File: src/rtl/ccc_lock_sequencer.sv
// ---------------------------------------------------------------------------
// ccc_lock_sequencer
//
// Purpose:
//   Qualifies the raw CCC PLL lock and sequences up to four per-domain resets.
//   LOCK_IN is synchronised, then filtered: it must stay high for LOCK_FILT
//   consecutive cycles before LOCKED is declared. The domain resets are then
//   released one by one, SEQ_GAP cycles apart, channel 0 first. Each released
//   domain gets a divided clock-enable. Losing lock at any point after
//   qualification reasserts every reset and restarts the whole procedure.
//
// Ports:
//   CLK            fabric clock (CCC GL output)
//   ARST           asynchronous, active-high reset
//   LOCK_IN        raw CCC LOCK, asynchronous to CLK
//   CH_EN          per-channel enable
//   DIV            per-channel divide-minus-one, channel k at [k*DIV_W +: DIV_W]
//   RST_OUT        per-domain active-high reset
//   CE_OUT         per-domain clock-enable
//   LOCKED         qualified lock
//   LOCK_LOSS_CNT  saturating count of lock-loss events
//
// Configuration macro:
//   CCC_SEQ_LOSS_CNT_EN  when defined, the 8-bit saturating lock-loss counter
//                        is built; otherwise LOCK_LOSS_CNT is tied to 8'h00.
// ---------------------------------------------------------------------------
module ccc_lock_sequencer #(
  parameter int NUM_CH    = 4,
  parameter int LOCK_FILT = 16,
  parameter int SEQ_GAP   = 4,
  parameter int DIV_W     = 4
) (
  input  logic                      CLK,
  input  logic                      ARST,
  input  logic                      LOCK_IN,
  input  logic [NUM_CH-1:0]         CH_EN,
  input  logic [NUM_CH*DIV_W-1:0]   DIV,
  output logic [NUM_CH-1:0]         RST_OUT,
  output logic [NUM_CH-1:0]         CE_OUT,
  output logic                      LOCKED,
  output logic [7:0]                LOCK_LOSS_CNT
);

  localparam int FILT_W = $clog2(LOCK_FILT + 1);
  localparam int SLOT_W = (SEQ_GAP > 1) ? $clog2(SEQ_GAP) : 1;
  localparam int CH_W   = (NUM_CH > 1) ? $clog2(NUM_CH) : 1;

  typedef enum logic [1:0] {
    WAIT_LOCK = 2'd0,
    SEQ       = 2'd1,
    RUN       = 2'd2
  } state_t;

  state_t              state;
  logic                lock_meta;
  logic                lock_s;
  logic [FILT_W-1:0]   filt_cnt;
  logic [SLOT_W-1:0]   slot_cnt;
  logic [CH_W-1:0]     ch_idx;
  logic                loss;
  logic                slot_end;
  logic [NUM_CH-1:0]   rst_next;
  logic [DIV_W-1:0]    div_cnt [NUM_CH];
  logic [DIV_W-1:0]    div_cap [NUM_CH];

  // Two-flop synchroniser bringing the asynchronous PLL lock into CLK.
  always_ff @(posedge CLK or posedge ARST) begin
    if (ARST) begin
      lock_meta <= 1'b0;
      lock_s    <= 1'b0;
    end else begin
      lock_meta <= LOCK_IN;
      lock_s    <= lock_meta;
    end
  end

  // Next value of every domain reset. Lock loss and a disabled channel both
  // force the reset on, and both win over a release at the end of a slot.
  // In WAIT_LOCK every reset is already high, so forcing it there is harmless.
  always_comb begin
    loss     = (state != WAIT_LOCK) && !lock_s;
    slot_end = (state == SEQ) && (slot_cnt == SLOT_W'(SEQ_GAP - 1));
    rst_next = RST_OUT;
    for (int k = 0; k < NUM_CH; k++) begin
      if (loss || !CH_EN[k]) begin
        rst_next[k] = 1'b1;
      end else if (slot_end && (ch_idx == CH_W'(k))) begin
        rst_next[k] = 1'b0;
      end
    end
  end

  // Main sequencer: lock filter, staggered release slots and the run state.
  // The filter only declares lock on the cycle after it has counted LOCK_FILT
  // high samples, so LOCKED appears LOCK_FILT+2 edges after the first high
  // sample of LOCK_IN.
  always_ff @(posedge CLK or posedge ARST) begin
    if (ARST) begin
      state    <= WAIT_LOCK;
      filt_cnt <= '0;
      slot_cnt <= '0;
      ch_idx   <= '0;
      LOCKED   <= 1'b0;
      RST_OUT  <= '1;
    end else begin
      RST_OUT <= rst_next;
      case (state)
        WAIT_LOCK: begin
          if (!lock_s) begin
            filt_cnt <= '0;
          end else if (filt_cnt == FILT_W'(LOCK_FILT)) begin
            state    <= SEQ;
            LOCKED   <= 1'b1;
            filt_cnt <= '0;
            slot_cnt <= '0;
            ch_idx   <= '0;
          end else begin
            filt_cnt <= filt_cnt + FILT_W'(1);
          end
        end
        SEQ: begin
          if (loss) begin
            state    <= WAIT_LOCK;
            LOCKED   <= 1'b0;
            filt_cnt <= '0;
          end else if (slot_end) begin
            slot_cnt <= '0;
            if (ch_idx == CH_W'(NUM_CH - 1)) begin
              state <= RUN;
            end else begin
              ch_idx <= ch_idx + CH_W'(1);
            end
          end else begin
            slot_cnt <= slot_cnt + SLOT_W'(1);
          end
        end
        RUN: begin
          if (loss) begin
            state    <= WAIT_LOCK;
            LOCKED   <= 1'b0;
            filt_cnt <= '0;
          end
        end
        default: begin
          state    <= WAIT_LOCK;
          LOCKED   <= 1'b0;
          filt_cnt <= '0;
        end
      endcase
    end
  end

  // Per-channel clock-enable dividers. The enable is computed from the reset
  // value being loaded on this same edge, so CE_OUT drops together with any
  // reassertion of RST_OUT. The ratio is latched at release and at every wrap,
  // which makes a mid-period DIV change take effect only after the current
  // period has finished.
  always_ff @(posedge CLK or posedge ARST) begin
    if (ARST) begin
      CE_OUT <= '0;
      for (int k = 0; k < NUM_CH; k++) begin
        div_cnt[k] <= '0;
        div_cap[k] <= '0;
      end
    end else begin
      for (int k = 0; k < NUM_CH; k++) begin
        if (rst_next[k]) begin
          div_cnt[k] <= '0;
          CE_OUT[k]  <= 1'b0;
        end else if (RST_OUT[k]) begin
          div_cnt[k] <= '0;
          div_cap[k] <= DIV[k*DIV_W +: DIV_W];
          CE_OUT[k]  <= 1'b0;
        end else if (div_cnt[k] == div_cap[k]) begin
          div_cnt[k] <= '0;
          div_cap[k] <= DIV[k*DIV_W +: DIV_W];
          CE_OUT[k]  <= 1'b1;
        end else begin
          div_cnt[k] <= div_cnt[k] + DIV_W'(1);
          CE_OUT[k]  <= 1'b0;
        end
      end
    end
  end

`ifdef CCC_SEQ_LOSS_CNT_EN
  logic [7:0] loss_cnt;

  // Saturating count of lock losses seen after lock had been qualified.
  always_ff @(posedge CLK or posedge ARST) begin
    if (ARST) begin
      loss_cnt <= 8'h00;
    end else if (loss && (loss_cnt != 8'hFF)) begin
      loss_cnt <= loss_cnt + 8'd1;
    end
  end

  assign LOCK_LOSS_CNT = loss_cnt;
`else
  assign LOCK_LOSS_CNT = 8'h00;
`endif

endmodule

File: config.mk
export PLATFORM = sky130hd
export DESIGN_NAME = ccc_lock_sequencer
export DESIGN_NICKNAME = d
export VERILOG_FILES = /design/src/rtl/ccc_lock_sequencer.sv
export SDC_FILE = /design/constraint.sdc
export NUM_CORES = 1
export LEC_CHECK = 0
export CORE_ASPECT_RATIO = 1.1
export CORE_MARGIN = 2
export CORE_UTILIZATION = 55
export CTS_BUF_LIST = sky130_fd_sc_hd__clkbuf_2
export DETAILED_ROUTE_END_ITERATION = 6
export PLACE_DENSITY = 0.79
export SKIP_LAST_GASP = 1
export SYNTH_ARGS = -nofsm -noshare
export SYNTH_HDL_FRONTEND = slang
export SYNTH_SLANG_ARGS = --single-unit
export TNS_END_PERCENT = 1
File: constraint.sdc
create_clock -name CLK -period 1.93 [get_ports CLK]
set_input_delay 0.2895 -clock CLK [delete_from_list [all_inputs] [get_ports CLK]]
set_output_delay 0.2895 -clock CLK [all_outputs]
set_load 0.02 [all_outputs]
==> qor.txt <==
Status = completed
Total CTS buffers = 5
Vias in the first global route = 2432
Crit path kind = flip-flop to primary output
IO Count = 40
Utilization after layout = 64.9%
Leak = 1.73 nW
Crit-path slowest cell = dfstp_2
Design Power = 1.74 mW
PwrDens = 461 nW/um^2
Maximum vdd drop = 400 uV
Root buf cell = clkbuf_2
Commonest non-fill, non-tap cell in the layout = dfrtp_1
Clk buf depth = 2
CP Launch Type = flip-flop
Largest stage delay on the critical path = 590 ps
Largest net degree at the start of global routing = 55
Synth cell types = 41
Final min period = 1920 ps
Residual DRC count = 0
Final worst path period share = 99.3%
Slew Viols, Final = 0
Clock Latency Late Sink = 450 ps
Max Cap Viol = 0
Nets = 413
Die Wd = 78.2 um
Pre-CTS setup slack = 137 ps
Post-synthesis sequential area ratio = 40.8%
Full die area = 6690 um^2
Synthesized area = 3330 um^2
Post-synth EDFFs = 0
Ys flop type = dfrtp_1
Via density per instance = 5.59
Final WL = 6380 um
TritonCTS clock tree = yes
Hold Vio Cnt, Final = 0
Post-DP HPWL = 4560 um
Tot GR Track Use = 20.7%
Post-CTS setup buffer count = 0
CP Buf/Inv Count = 1
Critical Path Sink Type = primary output
Mapped Cells = 343
P&R area growth vs syn = 13.2%
Delay-heaviest family, CP = flip-flops
Routability Congestion = 0.775
CP required = 1640 ps
Setup-failing EPs final = 0
Synth area leader = dfrtp_1
Most frequent cells in the layout = dfrtp_1 (50), nand2_1 (39), clkdlybuf4s50_1 (29)
Slew @ Worst Pin = 504 ps
Syn Area/Cell = 9.70 um^2
DR WL/cell = 14.1 um
Yosys top cell area share = 37.6%
Placeable core region = 5810 um^2
Hold Crit Class = input pin to async pin
Clock transition at the registers of the reported paths = 250 ps
First-pass GRT wire length = 11100 um
Post-cts resize count = 1
Initial Util = 57.3%
CP Max Fanout = 2
Worst clock skew = 12.9 ps
Post-synth ARST share = 100%
Detailed Routing Iterations Pass 1 = 4
Total grt overflow = 0
Max Clk Rate = 0.522 GHz
Final WS setup = 14.2 ps
Drt initial violations = 100
Hold-fix buffers, CTS = 0
Post-DRT Antenna Nets = 0
Vias = 2531
Antenna violations before repair = 0
Critical path arrival = 1630 ps
RSZ-0062 raised after global routing = yes
Die Ht = 85.6 um
CP cell instances = clkdlybuf4s50_1
Share of layout cells above drive strength 1 = 10.6%
Port bufs = 31
Slew margin rel. = 66.1%
Synth warnings = 0
Synth area leaders = dfrtp_1 (38%), xor2_1 (5.8%), ha_1 (5.6%), nand2_1 (4.4%), o2bb2ai_1 (4.2%)
Rows = 29
Clock sink total = 54
H-tree depth = 2
# diodes = 0
Synth Register Bits = 54
## through the flow
step                TNS (ps)  cells  cell area, um^2  hold WS [ps]
global route            -478    453             3770           144
detailed placement         0    445             3720           337
finish                     0    453             3770           141
CTS                    -16.3    453             3760           164
floorplan                  0    350             3350           321
global placement           0    445             3720           338
## report_power, final
part           switching (mW)  internal (mW)  leakage, nW
Combinational          0.0742         0.0675         1.05
Sequential             0.0103           1.14        0.650
Clock                   0.345         0.0966       0.0306
Total                   0.430           1.31         1.73
## metal layers
layer / up-vias / wire (um) / track usage [%] / share of wire (%)
met5: - / 0 / 0 / 0
met4: 0 / 64 / 5.42 / 1.0
met3: 7 / 196 / 3.79 / 3.1
met2: 36 / 3260 / 35.8 / 51
met1: 1223 / 2860 / 26.9 / 45
li1: 1265 / - / - / -
## flip-flops by register name, indices dropped and copies added, names as in the netlist
register / count
state: 2
LOCKED: 1
RST_OUT: 4
ch_idx: 2
filt_cnt: 5
div_cnt: 16
div_cap: 16
lock_s: 1
slot_cnt: 2
lock_meta: 1
CE_OUT: 4
## path summary, 6_finish.rpt
check	startpoint	to	slack (ps)	depth (start not counted)
setup / recovery	RST_OUT[0]$_DFF_PP1_	RST_OUT[0]	10	1
hold / removal	ARST	div_cnt[12]$_DFF_PP0_	140	3
setup reg to reg	state[0]$_DFFE_PP0P_	div_cnt[7]$_DFF_PP0_	50	6
hold reg to reg	lock_meta$_DFF_PP0_	lock_s$_DFF_PP0_	390	0
max in group asynchronous	ARST	RST_OUT[3]$_DFF_PP1_	1480	3
min in group CLK	LOCK_IN	lock_meta$_DFF_PP0_	240	1
## Yosys cell counts (2+ instances only)
cell,instances
mux2i_1,4
inv_1,29
nor4_4,4
a32o_1,2
nor3b_1,16
ha_1,15
o21ai_0,8
nor2b_1,4
o2bb2ai_1,16
buf_2,6
nor2_1,22
o311ai_0,16
clkbuf_1,9
a21oi_1,2
a31oi_1,16
or3_4,4
xnor2_1,4
dfstp_2,4
dfrtp_1,50
nand2_1,39
nor3b_2,4
nand3_1,13
xor2_1,22
and3_1,5
a21o_1,5
buf_4,9
## area by class of cell
cell class,count,area [um^2]
fillers,476,2040
flip-flops and latches,54,1360
inverters,29,109
multi-input cells,243,1760
clock inverters,1,3.75
well taps,77,96.3
repair buffers,42,407
clock buffers,7,35.0
## cell families (layout without fill, tap and decap cells)
kind of cell	after synthesis	count (layout)	share of synthesized area, %
AO/OA/AOI/OAI	71	71	16.1
multiplexers	5	5	1.54
flip-flops	54	54	40.8
XOR/XNOR	26	26	6.84
other	1	8	0.113
buffers and inverters	53	79	7.22
adder cells (fa/ha/maj)	15	15	5.64
AND/OR/NAND/NOR	118	118	21.8
No activity file was read; power rests on OpenSTA's default activity.
